[src/rtl/ae18_stkctl_pkg.sv]
// Shared definitions for the AE18 return-stack controller: default sizes
// and the per-cycle command classification used by the controller.
package ae18_stkctl_pkg;

    localparam int ISIZ_DEF = 24;
    localparam int SSIZ_DEF = 5;
    localparam int MAX_DEF  = (1 << SSIZ_DEF) - 1;

    // One command class wins each cycle; reset is handled outside this decode.
    typedef enum logic [2:0] {
        CMD_NONE = 3'd0,
        CMD_PTR  = 3'd1,   // pointer load, everything else ignored
        CMD_REPL = 3'd2,   // push and pop together: replace TOS
        CMD_PUSH = 3'd3,
        CMD_POP  = 3'd4,
        CMD_TOSW = 3'd5    // overwrite TOS, pointer unchanged
    } stk_cmd_e;

    function automatic stk_cmd_e stk_cmd_decode(
        input logic push,
        input logic pop,
        input logic tos_we,
        input logic ptr_we
    );
        stk_cmd_e cmd;
        cmd = CMD_NONE;
        if (ptr_we)             cmd = CMD_PTR;
        else if (push && pop)   cmd = CMD_REPL;
        else if (push)          cmd = CMD_PUSH;
        else if (pop)           cmd = CMD_POP;
        else if (tos_we)        cmd = CMD_TOSW;
        return cmd;
    endfunction

endpackage

[src/rtl/ae18_stkram.sv]
// Stack storage: synchronous write port, registered read address and
// combinational data out, so a write and a read of the same entry in one
// cycle returns the new data on the following cycle.
module ae18_stkram #(
    parameter int AW = 5,
    parameter int DW = 24
) (
    input  logic          clk,
    input  logic          we,
    input  logic [AW-1:0] waddr,
    input  logic [DW-1:0] wdata,
    input  logic [AW-1:0] raddr,
    output logic [DW-1:0] rdata
);

    logic [DW-1:0] mem [0:(1<<AW)-1];
    logic [AW-1:0] raddr_reg;

    // Write port and read-address register.
    always_ff @(posedge clk) begin
        if (we) begin
            mem[waddr] <= wdata;
        end
        raddr_reg <= raddr;
    end

    assign rdata = mem[raddr_reg];

endmodule

[src/rtl/ae18_stkctl.sv]
// AE18 return-stack controller: owns the stack pointer, the sticky
// overflow/underflow flags and the reset request, and is the only master
// of the stack RAM. tos follows the pointer one cycle after any command.
module ae18_stkctl
    import ae18_stkctl_pkg::*;
#(
    parameter int ISIZ   = ISIZ_DEF,
    parameter int SSIZ   = SSIZ_DEF,
    parameter bit STVREN = 1'b1
) (
    input  logic            clk,
    input  logic            rst,
    input  logic            push,
    input  logic            pop,
    input  logic            tos_we,
    input  logic [ISIZ-1:0] wdat,
    input  logic            ptr_we,
    input  logic [SSIZ-1:0] ptr_wdat,
    input  logic            flg_clr,
    output logic [ISIZ-1:0] tos,
    output logic [SSIZ-1:0] stkptr,
    output logic            full,
    output logic            stkful,
    output logic            stkunf,
    output logic            rst_req
);

    localparam logic [SSIZ-1:0] MAX  = '1;
    localparam logic [SSIZ-1:0] ONE  = {{(SSIZ-1){1'b0}}, 1'b1};

    logic [SSIZ-1:0] stkptr_reg;
    logic [SSIZ-1:0] stkptr_next;
    logic            stkful_reg;
    logic            stkunf_reg;
    logic            rst_req_reg;
    logic            ovf_evt;
    logic            unf_evt;
    logic            ram_we;
    logic [SSIZ-1:0] ram_waddr;
    logic [ISIZ-1:0] ram_rdata;
    stk_cmd_e        cmd;

    assign cmd = stk_cmd_decode(push, pop, tos_we, ptr_we);

    // Next pointer, RAM write and flag events; pointer saturates at 0 and MAX.
    always_comb begin
        stkptr_next = stkptr_reg;
        ram_we      = 1'b0;
        ram_waddr   = stkptr_reg;
        ovf_evt     = 1'b0;
        unf_evt     = 1'b0;
        if (rst) begin
            stkptr_next = '0;
        end else begin
            case (cmd)
                CMD_PTR: stkptr_next = ptr_wdat;
                CMD_REPL: begin
                    if (stkptr_reg == '0) unf_evt = 1'b1;
                    else                  ram_we  = 1'b1;
                end
                CMD_PUSH: begin
                    if (stkptr_reg == MAX) begin
                        ovf_evt = 1'b1;
                    end else begin
                        ram_we      = 1'b1;
                        ram_waddr   = stkptr_reg + ONE;
                        stkptr_next = stkptr_reg + ONE;
                    end
                end
                CMD_POP: begin
                    if (stkptr_reg == '0) unf_evt     = 1'b1;
                    else                  stkptr_next = stkptr_reg - ONE;
                end
                CMD_TOSW: ram_we = (stkptr_reg != '0);
                default: ;
            endcase
        end
    end

    // Pointer, sticky flags and reset-request pulse; a flag set wins over flg_clr.
    always_ff @(posedge clk) begin
        if (rst) begin
            stkptr_reg  <= '0;
            stkful_reg  <= 1'b0;
            stkunf_reg  <= 1'b0;
            rst_req_reg <= 1'b0;
        end else begin
            stkptr_reg  <= stkptr_next;
            rst_req_reg <= STVREN && (ovf_evt || unf_evt);
            if (flg_clr && (cmd != CMD_PTR)) begin
                stkful_reg <= 1'b0;
                stkunf_reg <= 1'b0;
            end
            if (ovf_evt) stkful_reg <= 1'b1;
            if (unf_evt) stkunf_reg <= 1'b1;
        end
    end

    ae18_stkram #(
        .AW (SSIZ),
        .DW (ISIZ)
    ) u_ram (
        .clk   (clk),
        .we    (ram_we),
        .waddr (ram_waddr),
        .wdata (wdat),
        .raddr (stkptr_next),
        .rdata (ram_rdata)
    );

    assign tos     = (stkptr_reg == '0) ? '0 : ram_rdata;
    assign stkptr  = stkptr_reg;
    assign full    = (stkptr_reg == MAX);
    assign stkful  = stkful_reg;
    assign stkunf  = stkunf_reg;
    assign rst_req = rst_req_reg;

endmodule

[config.mk]
export PLATFORM = sky130hd
export DESIGN_NAME = ae18_stkctl
export DESIGN_NICKNAME = d
export VERILOG_FILES = /design/src/rtl/ae18_stkctl_pkg.sv /design/src/rtl/ae18_stkram.sv /design/src/rtl/ae18_stkctl.sv
export SDC_FILE = /design/constraint.sdc
export NUM_CORES = 1
export LEC_CHECK = 0
export BUFFER_PORTS_ARGS = -buffer_cell sky130_fd_sc_hd__buf_2
export CORE_AREA = 2 2 239 241
export CTS_CLUSTER_SIZE = 30
export DETAILED_ROUTE_END_ITERATION = 12
export DIE_AREA = 0 0 241 243
export GPL_TIMING_DRIVEN = 0
export PLACE_DENSITY = 0.73
export SLEW_MARGIN = 20
export SYNTH_ARGS = -nofsm -noshare
export SYNTH_HDL_FRONTEND = slang
export SYNTH_SLANG_ARGS = --single-unit
export TNS_END_PERCENT = 100
[constraint.sdc]
create_clock -name clk -period 3.1 [get_ports clk]
set_clock_uncertainty 0.05 [all_clocks]
set_input_delay 0 -clock clk [delete_from_list [all_inputs] [get_ports clk]]
set_output_delay 0 -clock clk [all_outputs]
set_load 0.005 [all_outputs]
Yosys cells after proc, flatten, opt, wreduce, memory -nomap -nowiden
Memory sizes are Yosys's and may differ from the RTL's. A register that Yosys moved wholly into a read port is not among the register bits.
Cells that the tools add are included.
{"block": "word_totals", "out_inout_bits": 33, "regBits": 8, "ram_bits": 768, "memories": 1, "word_cells": 49, "inputBits": 36}
{"block": "classes", "n_reduce_logical": 8, "add_sub_neg": 2, "n_mux": 27, "eq_ne": 7}
{"memory": "u_ram.mem", "words": 32, "word_bits": 24, "read_ports": 1, "rd_clocked_by_memory_dff": 1, "write_ports": 1, "line_no": "ae18_stkram.sv:16", "source": "logic [DW-1:0] mem [0:(1<<AW)-1];"}
{"op": "2-to-1 mux 5 bit", "count": 5}
{"op": "2-to-1 mux 24 bit", "count": 1}
{"op": "2-to-1 mux 3 bit", "count": 5}
{"op": "case mux 5 bit (3 select lines)", "count": 1}
{"op": "2-to-1 mux 1 bit", "count": 14}
{"op": "== test 3 x 2 -> 1 bit (second input constant)", "count": 2}
{"op": "== test 3 bit (second input constant)", "count": 2}
{"op": "adder 5 x 1 -> 5 bit (second input constant)", "count": 1}
{"op": "== test 5 bit (second input constant)", "count": 1}
{"op": "zero test 5 bit", "count": 1}
{"op": "nonzero test 5 bit", "count": 1}
{"op": "subtractor 5 x 1 -> 5 bit (second input constant)", "count": 1}
{"op": "nonzero test 2 bit", "count": 2}
{"op": "== test 3 x 1 -> 1 bit (second input constant)", "count": 1}
{"op": "!= test 3 x 1 -> 1 bit (second input constant)", "count": 1}
{"op": "case mux 1 bit (3 select lines)", "count": 1}
{"op": "logical AND 1 bit", "count": 2}
{"op": "OR reduction 2 bit", "count": 1}
{"op": "logical OR 1 bit", "count": 1}

Depth between registers and ports, before layout
Gate-level depths: netlist of run 1.
{"block": "depth", "ltp_word": 10, "ltp_mapped": 8, "ltp_nobuf": 7}

Cells and area by module
From an unflattened synthesis of run 1, not the netlist that was laid out.
{"block": "unflattened", "cells_unflattened": 1816, "area_unflattened_um2": 31003.5}
{"module": "ae18_stkram", "area_each_um2": 30102.6, "cells_each": 1692, "instances": 1, "seq_area_each_um2": 23162.2}
{"module": "ae18_stkctl", "area_each_um2": 900.9, "cells_each": 124, "instances": 1, "seq_area_each_um2": 160.2}

Worst setup path after synthesis of run 1
OpenSTA, ideal clock, no wires.
{"block": "synth_timing", "kind": "register to register", "from": "reg stkptr_reg[1], in the netlist stkptr[1]", "to": "mem u_ram.mem[0][0] (enable)", "t_arrival_ps": 2970, "path_buffers": 1, "stages_incl_launch_ff": 9, "period_less_slack_ps": 3425, "slack_ps": -325, "cell_sequence": "dfxtp_1 > inv_1 > ha_1 > or4b_1 > buf_2 > o21ai_1 > a2111oi_4 > nand2b_1 > nor2_1"}
{"block": "synth_via", "elab_chain_len": 6, "word_cells_on_any_way": 13, "cone_classes": "1 x add/sub; 1 x eq/ne; 9 x mux; 2 x reduce/logical"}
{"element": "start: declaration", "line_no": "ae18_stkctl.sv:31", "source": "logic [SSIZ-1:0] stkptr_reg;"}
{"element": "start signal: assignment", "line_no": "ae18_stkctl.sv:88", "source": "stkptr_reg <= stkptr_next;"}
{"element": "== test 5 bit / zero test 5 bit (equally long branches)", "line_no": "ae18_stkctl.sv:62, ae18_stkctl.sv:58"}
{"element": "2-to-1 mux 1 bit, on equally long branches", "line_no": "ae18_stkctl.sv:62, ae18_stkctl.sv:58"}
{"element": "case mux 1 bit (3 select lines)", "line_no": "ae18_stkctl.sv:55", "source": "case (cmd)"}
{"element": "2-to-1 mux 1 bit", "line_no": "ae18_stkctl.sv:52", "source": "if (rst) begin"}
{"element": "2-to-1 mux 1 bit", "line_no": "ae18_stkram.sv:21", "source": "if (we) begin"}
{"element": "2-to-1 mux 1 bit (not written as such)", "line_no": "ae18_stkram.sv:22", "source": "mem[waddr] <= wdata;"}
{"element": "end: declaration", "line_no": "ae18_stkram.sv:16"}
Several ways; a longest one is shown, not always the timed one.

==> impl_results.md, run 1 <==
- Unrepaired setup endpoints after global routing: true
- Vias in the first global route: 16000
- Leakage: 0.0114 uW
- CTS Buf Count: 77
- EDFF count, synth: 768
- H-tree levels: 3
- Initial Utilization: 0.545
- Sw Share: 0.215
- Final setup fails: 0
- Post-DP HPWL: roughly 44000 um
- Sequential share of the synthesized area: 0.765
- Fin nets: 1675
- Port buffer count: 67
- Peak supply drop: ~400 uV
- Multi-input logic area: 7060 um^2
- # diodes: 0
- DR vias: 15600
- Largest net degree at the start of global routing: 33
- P_sw: roughly 5000 uW
- Max reg flops: about 770
- CP Class: flop to primary output
- # rows: 87
- Slew HR: 0.405
- Worst setup path end: tos[20]
- I/O pin cnt: 69
- Post-DP Area: ~33000 um^2
- Clock share of power: 0.408
- Synth Cell Area: 30500 um^2
- Initial DRC Count: between 1500 and 2000
- WP data arrival: roughly 3000 ps
- Total Negative Setup Slacks: 0 ps
- RD Place Congestion: 0.856
- Sequential share of power: 0.504
- Clock slew at reported path FFs: 50 ps
- DIE WIDTH: about 240 um
- Worst path max stage delay: 400 ps
- Ys flop type: edfxtp_1
- Final wirelength: about 70000 um
- Layout area overhead: 19.3%
- Ratio of cells with drive above 1 in the final layout: 0.372
- Area leader, netlist: edfxtp_1
- Worst path bufs/invs: 4
- Worst Reg-to-Reg Cells: 8
- Crit-path max FO: 10
- Final worst-path cycle share: 0.988
- Post-Synthesis Cells: 1388
- FF-to-FF setup slack: 120 ps
- Total power: ~23000 uW
- Crit. End Element: primary output
- Critical path, cell by cell: buf_8, buf_6, buf_4, mux4_2, mux2_2, o221ai_1, a31oi_2, buf_2
- Global-route wire length before repair: 105000 um
- Int Pwr: around 18000 uW
- Cell count along the critical path: 8
- DRC Markers: 0
- Syn Nets: 1426
- Combinational power share: 0.087
- Synthesized area per cell: 22.0 um^2
- Total global-route track usage: 0.253
- Grt total ovfl: 0
- RR Endpoint: stkptr[1]
- Fin util: 0.650
- Area share of the largest cell type after synthesis: 0.757
- Chip Height: 243 um
- Initial antenna violation count: 0
- PD cells: roughly 640 nW/um^2
- Maximum clock rate: between 300 and 400 MHz
- Core area: 56000 um^2
- Final Slew Violations: 0
- CTS root buf: clkbuf_16
- Synth top area cells: edfxtp_1 (76%), mux4_2 (14%), mux2_2 (2.1%)
- Asr flop ratio synth: 0
- Cell area after layout: 36300 um^2
- Vias/cell: 6.36
- CP delay by family, top: buffers and inverters
- Synthesized flop and latch total: 781
- Ys Warns: 0
- Worst Tran Pin Value: 892 ps
- FF+latch area: 23300 um^2
- Slowest-stage cell, CP: dfxtp_2
- Worst setup SP type: flop
- WL per Instance: 29.4 um
- FILL cells: 3586
- Detailed Routing Iterations Pass 1: 6
- CTS Buffer Depth: 3
- Antenna-violating nets left: 0
- Class of the worst hold path: primary input to flop
- CTS sink cnt: between 700 and 800
- Worst path required time: 3050 ps
- R2r startpoint: stkptr[0]
- Outcome: complete, no violations
- Final worst path period need: 3060 ps
- Max Cap Viol: 0
- Netlist cell types: 52
- Die area: between 50000 and 60000 um^2
- Final hold violations: 0
- Clk Latency, worst-skew pair: about 580 ps
- TritonCTS clock tree: yes
-- Yosys cell counts, types with 3 or more instances --
| cell | n |
|---|---|
| nand2b_1 | 7 |
| o21ai_1 | 3 |
| buf_4 | 19 |
| o221ai_1 | 24 |
| mux2i_1 | 15 |
| clkbuf_1 | 27 |
| nand2_1 | 26 |
| a22oi_1 | 10 |
| o21ai_0 | 8 |
| nor2_1 | 56 |
| nor4_1 | 3 |
| inv_1 | 8 |
| nand3_1 | 4 |
| a31oi_1 | 12 |
| nor3_1 | 6 |
| a21oi_1 | 30 |
| mux4_2 | 192 |
| a221oi_1 | 15 |
| dfxtp_1 | 13 |
| edfxtp_1 | 768 |
| buf_6 | 3 |
| mux2_2 | 58 |
| buf_1 | 8 |
| nor2b_1 | 7 |
| buf_2 | 25 |
| a211oi_1 | 4 |
-- metrics by stage --
step / cells / hold WS (ps) / worst slack, ps
finish: 2450 / 170 / 36.7
global route: 2450 / 165 / -5.83
CTS: 2450 / 133 / -7.38
detailed placement: 2243 / 195 / -570
global placement: 2211 / 191 / -2000
floorplan: 1388 / 48.9 / -325
-- worst min-delay path by stage --
| stage | start | endpoint | slack [ps] | cells after the start |
|---|---|---|---|---|
| after CTS | rst | flop | 130 | 3 |
| after global placement | rst | rst_req | 190 | 2 |
| after global routing | rst | flop | 160 | 3 |
| after detailed placement | rst | rst_req | 200 | 2 |
| after floorplan | wdat[0] | u_ram.mem[0][0] | 50 | 0 |
| final | rst | flop | 170 | 3 |
-- routing by layer --
metal	vias to the layer above	track usage	wire length [um]
li1	6403	-	-
met5	-	0	0
met1	8180	0.352	28100
met4	0	0.0882	2370
met3	141	0.0430	5570
met2	865	0.410	35900
-- cells by family after synthesis --
logic type / share of synthesized area
simple gates: 0.0204
fa+ha+maj: 0.000821
mux: 0.168
xor+xnor: 0.000575
buf+inv: 0.0152
compound gates: 0.0294
flops: 0.765
-- power groups by stage --
stage / combinational (uW) / sequential, uW / clock, uW
global placement: 1810 / 11900 / 0
global route: 2140 / 11700 / 9930
floorplan: 1140 / 11900 / 0
finish: 2020 / 11700 / 9440
CTS: 2000 / 11700 / 9540
detailed placement: 1880 / 11900 / 0
-- placed cells by master (no fill, tap or decap), types with 19 or more instances in the layout --
cell / instances
nor2_4: 28
buf_4: 36
mux4_2: 192
clkbuf_1: 19
buf_2: 84
buf_12: 31
a21oi_1: 30
edfxtp_1: 768
dlygate4sd3_1: 40
clkbuf_16: 79
nor2_1: 27
mux2_2: 58
nand2_1: 26
-- layout make-up --
| class | count | share of cell area |
|---|---|---|
| Clock inverter | 48 | 0.0149 |
| Multi-Input combinational cell | 517 | 0.194 |
| Sequential cell | 781 | 0.642 |
| Buffer | 81 | 0.0157 |
| Inverter | 8 | 0.000826 |
| Clock buffer | 88 | 0.0553 |
| Timing Repair Buffer | 171 | 0.0513 |
| Tap cell | 756 | 0.0260 |
-- what timing repair did --
action,4_1_cts,5_1_grt
resized for setup,80,18
pin swaps,20,1
endpoints found under the setup margin,784,189
hold endpoints to repair,781,0
cloned,0,0
buffers inserted,32,0
hold buffers,40,0
-- worst min-delay path, stage by stage --
cell           delay, ps
dlygate4sd3_1        540
buf_6                150
nor4_1                60
Power figures use the tool's default switching activity.
==> inputs of run 2 (changes only) <==
Settings changed: CORE_AREA 2 2 239 241 to 2 2 280 282, DIE_AREA 0 0 241 243 to 0 0 282 284, PLACE_DENSITY 0.73 to 0.54.
Clock period 3.1 ns to 3.6 ns, I/O delays scaled along.
==> impl_results.md, run 2 (same netlist as run 1, synthesis figures left out) <==
- Hold Slack: 154 ps (-16.4 ps)
- Initial DRC Count: 1470 (-17%)
- CP Class: flop to flop
- RD Place Congestion: 0.807 (-5.7%)
- Slowest-stage cell, CP: a2111oi_4
- DR vias: 15200 (-2.6%)
- Worst path max stage delay: 570 ps (+170 ps)
- Worst path required time: 3850 ps (+800 ps)
- Worst path bufs/invs: 3 (-1)
- Peak supply drop: 306 uV (-24%)
- WL per Instance: 27.5 um (-6.3%)
- Final wirelength: 75800 um (+5.2%)
- Initial antenna violation count: 1 (+1)
- DIE WIDTH: 282 um (+17%)
- Layout area overhead: 20.2%
- Final setup fails: 0 (unchanged)
- Detailed Routing Iterations Pass 1: 7 (+1)
- Int Pwr: 15200 uW (-16%)
- Outcome: complete, no violations
- Sw Share: 0.223 (+0.00745)
- Max Cap Viol: 0 (unchanged)
- I/O pin cnt: 69 (unchanged)
- Leakage: 0.0114 uW (-0.15%)
- Clk Latency, worst-skew pair: 610 ps (+30 ps)
- Post-DP HPWL: 49000 um (+12%)
- Worst Tran Pin Value: 1030 ps (+140 ps)
- Total Negative Setup Slacks: 0 ps (unchanged)
- CP delay by family, top: simple AND/OR/NAND/NOR gates
- Critical path, cell by cell: inv_1, ha_1, or4b_1, buf_2, o21ai_1, a2111oi_4, nand2b_1, nor2_4, buf_12
- # diodes: 0 (unchanged)
- Final hold violations: 0 (unchanged)
- H-tree levels: 3 (unchanged)
- Global-route wire length before repair: 109000 um (+4.1%)
- # rows: 102 (+17%)
- Final worst path period need: 3510 ps
- Die area: 80100 um^2 (+37%)
- Total global-route track usage: 0.192 (-0.0614)
- CTS root buf: clkbuf_16
- PD cells: 533 nW/um^2 (-16%)
- Grt total ovfl: 0 (unchanged)
- Final worst-path cycle share: 0.975
- TritonCTS clock tree: yes
- DRC Markers: 0 (unchanged)
- Max reg flops: 768 (unchanged)
- Sequential share of power: 0.514 (+0.010)
- Vias in the first global route: 15700 (-1.5%)
- Core area: 77000 um^2 (+38%)
- P_sw: 4350 uW (-13%)
- Antenna-violating nets left: 0 (unchanged)
- Initial Utilization: 0.396 (-0.149)
- Unrepaired setup endpoints after global routing: true
- CTS Buf Count: 82 (+6.5%)
- Fin nets: 1695 (+1.2%)
- CTS Buffer Depth: 3 (unchanged)
- Post-Layout Cell Count: 2751 (+12%)
- Ratio of cells with drive above 1 in the final layout: 0.353 (-0.0195)
- WP data arrival: 3760 ps (+750 ps)
- Clock share of power: 0.398 (-0.010)
- Crit. End Element: flop
- Class of the worst hold path: primary input to flop
- Chip Height: 284 um (+17%)
- Final Slew Violations: 0 (unchanged)
- Worst setup SP type: flop
- Vias/cell: 5.52 (-13%)
- FILL cells: 6265 (+75%)
- Placed Cells: 2527 (+13%)
- Most frequent cells in the layout: edfxtp_1 (768), mux4_2 (192), buf_2 (91)
- Slew HR: 0.312 (-0.0933)
- Clock slew at reported path FFs: 60 ps (about the same)
- Maximum clock rate: 285 MHz
- Port buffer count: 67 (unchanged)
- Crit-path max FO: 17 (+7)
- Combinational power share: 0.088 (about the same)
- CTS sink cnt: 781 (unchanged)
- Largest net degree at the start of global routing: 33 (unchanged)
- Commonest non-fill, non-tap cell in the layout: edfxtp_1
-- run 2: changes by cell type in the layout (fill, tap and decap cells not counted), moves of 8 or more --
cell       change
buf_6         -12
bufinv_16     -11
clkbuf_1      +18
clkbuf_16      +8
-- run 2: worst paths after layout --
path / slack (ps) / endpoint / from / cells after the start
max: 90 / u_ram.mem[0][15] / stkptr[1] / 9
min: 150 / stkptr[4] / ptr_wdat[4] / 4
max reg2reg: 90 / u_ram.mem[0][15] / stkptr[1] / 9
min reg2reg: 460 / stkunf / stkunf / 2
-- run 2: what timing repair did --
item	CTS	global route
setup endpoints to repair	476	369
hold buffers	40	0
setup buffers	37	10
resized for setup	14	16
pin swaps	15	7
hold endpoints to repair	786	0
-- run 2: cell type report --
cell class                 count  area [um^2]  share of cell area
inverter                       8         30.0            0.000820
clock inverter                30          163             0.00444
clock buffer                 108         2260              0.0616
tap                         1040         1300              0.0355
sequential                   781        23300               0.637
buffer                        81          460              0.0126
timing repair buffer         186         2130              0.0581
multi-input combinational    517         6970               0.190
-- run 2: routing by layer --
| layer | share of wire | vias up | GRT usage | wire (um) |
|---|---|---|---|---|
| li1 | - | 6420 | - | - |
| met4 | 0.021 | 0 | 0.0464 | 1560 |
| met2 | 0.49 | 429 | 0.309 | 37200 |
| met5 | 0 | - | 0 | 0 |
| met1 | 0.44 | 8234 | 0.272 | 33300 |
| met3 | 0.049 | 98 | 0.0334 | 3720 |
-- run 2: power groups by stage --
stage | logic [uW] | registers [uW] | clock network (uW)
after detailed placement | 1690 | 10200 | 0
after CTS | 1740 | 10000 | 7940
after global placement | 1630 | 10200 | 0
after floorplan | 974 | 10200 | 0
final | 1710 | 10000 | 7770
after global routing | 1830 | 10000 | 8260
-- run 2: worst reg2reg max path, cell delays in order (launching register included) --
cell	delay, ps
dfxtp_1	540
inv_1	170
ha_1	280
or4b_1	180
buf_2	270
o21ai_1	200
a2111oi_4	570
nand2b_1	380
nor2_4	320
buf_12	230
-- run 2: per-stage QoR --
step | setup slack, ps | cell area, um^2 | total power (uW) | util
5_1_grt | -127 | 36600 | 20100 | 0.476
4_1_cts | 0.827 | 36400 | 19700 | 0.474
3_3_place_gp | -1860 | 32100 | 11900 | 0.417
3_5_place_dp | -365 | 33100 | 11900 | 0.430
2_1_floorplan | 175 | 30500 | 11200 | -
6_report | 89.0 | 36600 | 19500 | 0.476
